File: src/rtl/subtrator_serial_if.sv
// Start/busy/done bundle for the bit-serial subtractor.
// ovf exists only when SUBTRATOR_SERIAL_OVF_EN is defined.
interface subtrator_serial_if #(
  parameter int N = 8
);
  logic         start;
  logic [N-1:0] a;
  logic [N-1:0] b;
  logic         busy;
  logic         done;
  logic [N-1:0] diff;
  logic         borrow_out;
`ifdef SUBTRATOR_SERIAL_OVF_EN
  logic         ovf;

  modport master (
    output start, a, b,
    input  busy, done, diff, borrow_out, ovf
  );
  modport slave (
    input  start, a, b,
    output busy, done, diff, borrow_out, ovf
  );
`else
  modport master (
    output start, a, b,
    input  busy, done, diff, borrow_out
  );
  modport slave (
    input  start, a, b,
    output busy, done, diff, borrow_out
  );
`endif
endinterface

File: src/rtl/subtrator_serial.sv
// Bit-serial a - b, LSB first, N+1 cycles per op.
// Optional signed overflow flag: SUBTRATOR_SERIAL_OVF_EN.
module subtrator_serial #(
  parameter int N = 8
) (
  input logic              clk,
  input logic              rst_n,
  subtrator_serial_if.slave bus
);

  typedef enum logic [1:0] {
    IDLE,
    RUN,
    DONE
  } state_t;

  localparam int CW = $clog2(N);

  state_t       state;
  logic [N-1:0] sa;
  logic [N-1:0] sb;
  logic [N-1:0] res;
  logic         br;
  logic [CW-1:0] cnt;
  logic         d;
  logic         br_nx;

  // two cascaded half-subtractors
  always_comb begin
    d     = sa[0] ^ sb[0] ^ br;
    br_nx = (~sa[0] & sb[0])
          | (~(sa[0] ^ sb[0]) & br);
  end

`ifdef SUBTRATOR_SERIAL_OVF_EN
  logic am;
  logic bm;

  always_ff @(posedge clk) begin
    if (!rst_n) begin
      am      <= 1'b0;
      bm      <= 1'b0;
      bus.ovf <= 1'b0;
    end else begin
      if (state == IDLE && bus.start) begin
        am <= bus.a[N-1];
        bm <= bus.b[N-1];
      end
      if (state == DONE)
        bus.ovf <= (am ^ bm) & (res[N-1] ^ am);
    end
  end
`endif

  always_ff @(posedge clk) begin
    if (!rst_n) begin
      state          <= IDLE;
      sa             <= '0;
      sb             <= '0;
      res            <= '0;
      br             <= 1'b0;
      cnt            <= '0;
      bus.busy       <= 1'b0;
      bus.done       <= 1'b0;
      bus.diff       <= '0;
      bus.borrow_out <= 1'b0;
    end else begin
      bus.done <= 1'b0;
      unique case (state)
        IDLE: begin
          if (bus.start) begin
            sa       <= bus.a;
            sb       <= bus.b;
            br       <= 1'b0;
            cnt      <= '0;
            bus.busy <= 1'b1;
            state    <= RUN;
          end
        end
        RUN: begin
          res <= {d, res[N-1:1]};
          sa  <= sa >> 1;
          sb  <= sb >> 1;
          br  <= br_nx;
          cnt <= cnt + 1'b1;
          if (cnt == CW'(N - 1)) begin
            bus.busy <= 1'b0;
            state    <= DONE;
          end
        end
        DONE: begin
          bus.done       <= 1'b1;
          bus.diff       <= res;
          bus.borrow_out <= br;
          state          <= IDLE;
        end
        default: state <= IDLE;
      endcase
    end
  end

endmodule

File: src/flat_wrapper.sv
// flat-port wrapper written by rule: the top's interface ports become plain ports
module subtrator_serial_flat 
#(
  parameter int N = 8
)
  (clk, rst_n, bus_start, bus_a, bus_b, bus_busy, bus_done, bus_diff, bus_borrow_out);
  subtrator_serial_if #(.N(N)) bus_i ();
  input logic clk;
  input logic rst_n;
  input wire logic [$bits(bus_i.start)-1:0] bus_start;
  input wire logic [$bits(bus_i.a)-1:0] bus_a;
  input wire logic [$bits(bus_i.b)-1:0] bus_b;
  output wire logic [$bits(bus_i.busy)-1:0] bus_busy;
  output wire logic [$bits(bus_i.done)-1:0] bus_done;
  output wire logic [$bits(bus_i.diff)-1:0] bus_diff;
  output wire logic [$bits(bus_i.borrow_out)-1:0] bus_borrow_out;
  assign bus_i.start = bus_start;
  assign bus_i.a = bus_a;
  assign bus_i.b = bus_b;
  assign bus_busy = bus_i.busy;
  assign bus_done = bus_i.done;
  assign bus_diff = bus_i.diff;
  assign bus_borrow_out = bus_i.borrow_out;
  subtrator_serial #(.N(N)) u_core (.clk(clk), .rst_n(rst_n), .bus(bus_i));
endmodule
File: config.mk
export PLATFORM = sky130hd
export DESIGN_NAME = subtrator_serial_flat
export DESIGN_NICKNAME = d
export VERILOG_FILES = /design/src/rtl/subtrator_serial_if.sv /design/src/rtl/subtrator_serial.sv /design/src/flat_wrapper.sv
export SDC_FILE = /design/constraint.sdc
export NUM_CORES = 1
export LEC_CHECK = 0
export BUFFER_PORTS_ARGS = -buffer_cell sky130_fd_sc_hd__buf_2
export CORE_MARGIN = 1
export CORE_UTILIZATION = 35
export DETAILED_ROUTE_END_ITERATION = 8
export GPL_ROUTABILITY_DRIVEN = 0
export PLACE_DENSITY = 0.52
export SLEW_MARGIN = 10
export SYNTH_ARGS = -nofsm -noshare
export SYNTH_HDL_FRONTEND = slang
export SYNTH_SLANG_ARGS = --single-unit
File: constraint.sdc
create_clock -name clk -period 1.5 [get_ports clk]
set_input_delay 0.3 -clock clk [delete_from_list [all_inputs] [get_ports clk]]
set_output_delay 0.3 -clock clk [all_outputs]
set_load 0.02 [all_outputs]
==> summary.txt <==
Rows - 26
Worst Setup SP - u_core.state[0]
fin nets - 237
vias per inst - 4.731
Die ar. - 5541 µm²
CP Depth - 5
final number of hold-violating endpoints - 0
Pwr Density - 1056 nW/µm²
worst r2r path cells - 5
Final period util - 0.8192
WP buf/inv - 2
Seq cells post-synth - 41
min Tclk post-route - 1229 ps
maximum fanout along the worst path - 18
mapped cell area - 1837 µm²
Worst Hold Class - input pin to flip-flop
clock root cell - clkbuf_8
status - finished clean
Worst setup SP type - flip-flop
commonest non-fill, non-tap cells in the layout - nand2_1 (41), dfxtp_1 (41), buf_2 (29)
vias in the first global route - 1240
post-layout total power - 2290 µW
total negative setup slack - 0 ps
Max stage delay on crit path - 440 ps
synth unique cells - 32
1st-pass router iterations - 4
Final Setup Violations - 0
Post-Route WL - 3.415 mm
via count - 1353
global-route wire length before repair - 5.768 mm
CP cell instances - buf_12 > nor2_8 > buf_4 > o211ai_2 > o21ai_1
fmax - 813.8 MHz
cells resized by post-CTS repair - 0
reg2reg setup slack - 270 ps
CTS hold repair buffers - 0
total internal power - 1777 µW
Worst-Skew Late Latency - 290 ps
Slew @ Worst Pin - 394.2 ps
cells after synthesis - 185
First DRT Iteration DRCs - 87
switch share - 0.2242
Critical-path top delay cell - dfxtp_1
Clock Power Share - 0.398
worst r2r dst - u_core.sb[2]
gr usage total - 0.1395
post-route cell area - 2168 µm²
Max-Cap Viols - 0
worst r2r src - u_core.state[0]
fin util - 0.4273
Area after DPL - 2052 µm²
Setup Buffers After CTS - 0
Synthesized Nets - 207
GRT Residual Overflow - 0
delay-heaviest family, CP - flip-flops
Clock Path Buffers - 2
post-synthesis sequential area ratio - 0.4469
HP Start - bus_b[7]
Seq pwr share - 0.507
ANT cells - 0
Initial Util - 0.3619
WL/cell - 11.94 µm
Avg Cell Area, Syn - 9.928 µm²
unrepaired setup endpoints after global routing - false
Comb power frac - 0.095
Max-slew headroom - 0.7372
IO Pins - 30
Remaining DRCs - 0
WP data arrival - 1410 ps
yosys warns - 0
Worst Setup End Kind - flip-flop
die height - 74.44 µm
clk slew on worst S/H paths - 80 ps
Worst Path Required - 1680 ps
initial antenna violation count - 0
LEAKAGE - 0.0008677 µW
clk sinks - 41
VDD IR-drop max - 0.5379 mV
PortBufs - 29
die width - 74.44 µm
CTS tree - built
post-route antenna net violation count - 0
post-DP HPWL - 2.291 mm
Psw - 513.4 µW
Final Max Tran Viols - 0
CTS Buf Count - 5
core area - 5075 µm²
largest net degree at the start of global routing - 26
H-tree depth - 2
synth-to-layout area growth - 18.05%
Final Skew - 7.783 ps
crit path capture - u_core.sb[2]
CP Class - flip-flop to flip-flop
share of cells above drive strength 1 - 0.3148
cells in the mapped netlist, drive strengths merged:
library cell   n  area share
a21boi        16       0.084
mux2i         14       0.076
a211oi         1      0.0041
nor2b          1      0.0075
ha             2       0.014
and3           2      0.0068
and2           1      0.0034
o22ai          2      0.0068
a21oi          2      0.0054
o211ai        15       0.091
o21ai         19       0.052
nand2         41       0.084
o211a          1      0.0054
nand3          4       0.011
inv            3      0.0061
and2b          1      0.0041
dfxtp         41        0.45
nand2b         2      0.0082
nor2           2       0.017
clkbuf         2      0.0048
fa             1       0.011
buf           12       0.051
power groups by stage:
stage	sequential (µW)	clock [µW]	combinational, µW
detailed placement	1190	0	221
finish	1160	912	218
global placement	1190	0	222
CTS	1160	947	222
floorplan	1180	0	158
global route	1170	989	244
how the worst min path moves through the flow:
stage	cells after the start	slack, ps	endpoint
6_report	3	260	u_core.sb[7]
5_1_grt	3	260	u_core.sb[7]
4_1_cts	3	250	u_core.sb[7]
3_5_place_dp	1	450	u_core.cnt[0]
3_3_place_gp	1	440	u_core.cnt[0]
2_1_floorplan	1	430	u_core.cnt[0]
metrics by stage:
stage / instances / hold slack [ps] / worst slack (ps)
floorplan: 185 / 428.5 / 397.7
global placement: 278 / 444.1 / 293.2
detailed placement: 278 / 446.0 / 285.0
CTS: 286 / 246.6 / 267.3
global route: 286 / 264.7 / 156.1
finish: 286 / 258.7 / 271.2
area by class of cell:
type	count	area (µm²)
repair buffers	37	230.2
clock buffers	7	86.33
clock inverters	1	30.03
well taps	70	87.58
flip-flops and latches	41	820.8
fillers	544	2907
inverters	3	11.26
multi-input cells	127	902.1
sequential cells by signal, indices dropped and copies added, names as in the netlist:
register	flops
u_core.sb	8
u_core.cnt	3
u_core.bus.done	1
u_core.bus.busy	1
u_core.state	2
u_core.br	1
u_core.sa	8
u_core.res	8
u_core.bus.diff	8
u_core.bus.borrow_out	1
kinds of logic after synthesis:
group / share of synthesized area
AOI/OAI and AO/OA: 0.2486
and+or+nand+nor: 0.1417
DFF: 0.4469
buffers and inverters: 0.06198
muxes: 0.07629
adders and majority gates: 0.02452
tightest hold or removal path: stages:
cell     delay, ps
buf_2           90
nand2_1         50
o22ai_1         60
routing by layer:
metal  up-vias  GRT usage  part of all wire  wire [µm]
li1        704          -                 -          -
met1       623     0.1834              0.53       1815
met2        21     0.2102              0.42       1439
met3         5    0.03794             0.029        100
met4         0    0.06918             0.018         60
met5         -          0                 0          0
Power figures use the tool's default switching activity.
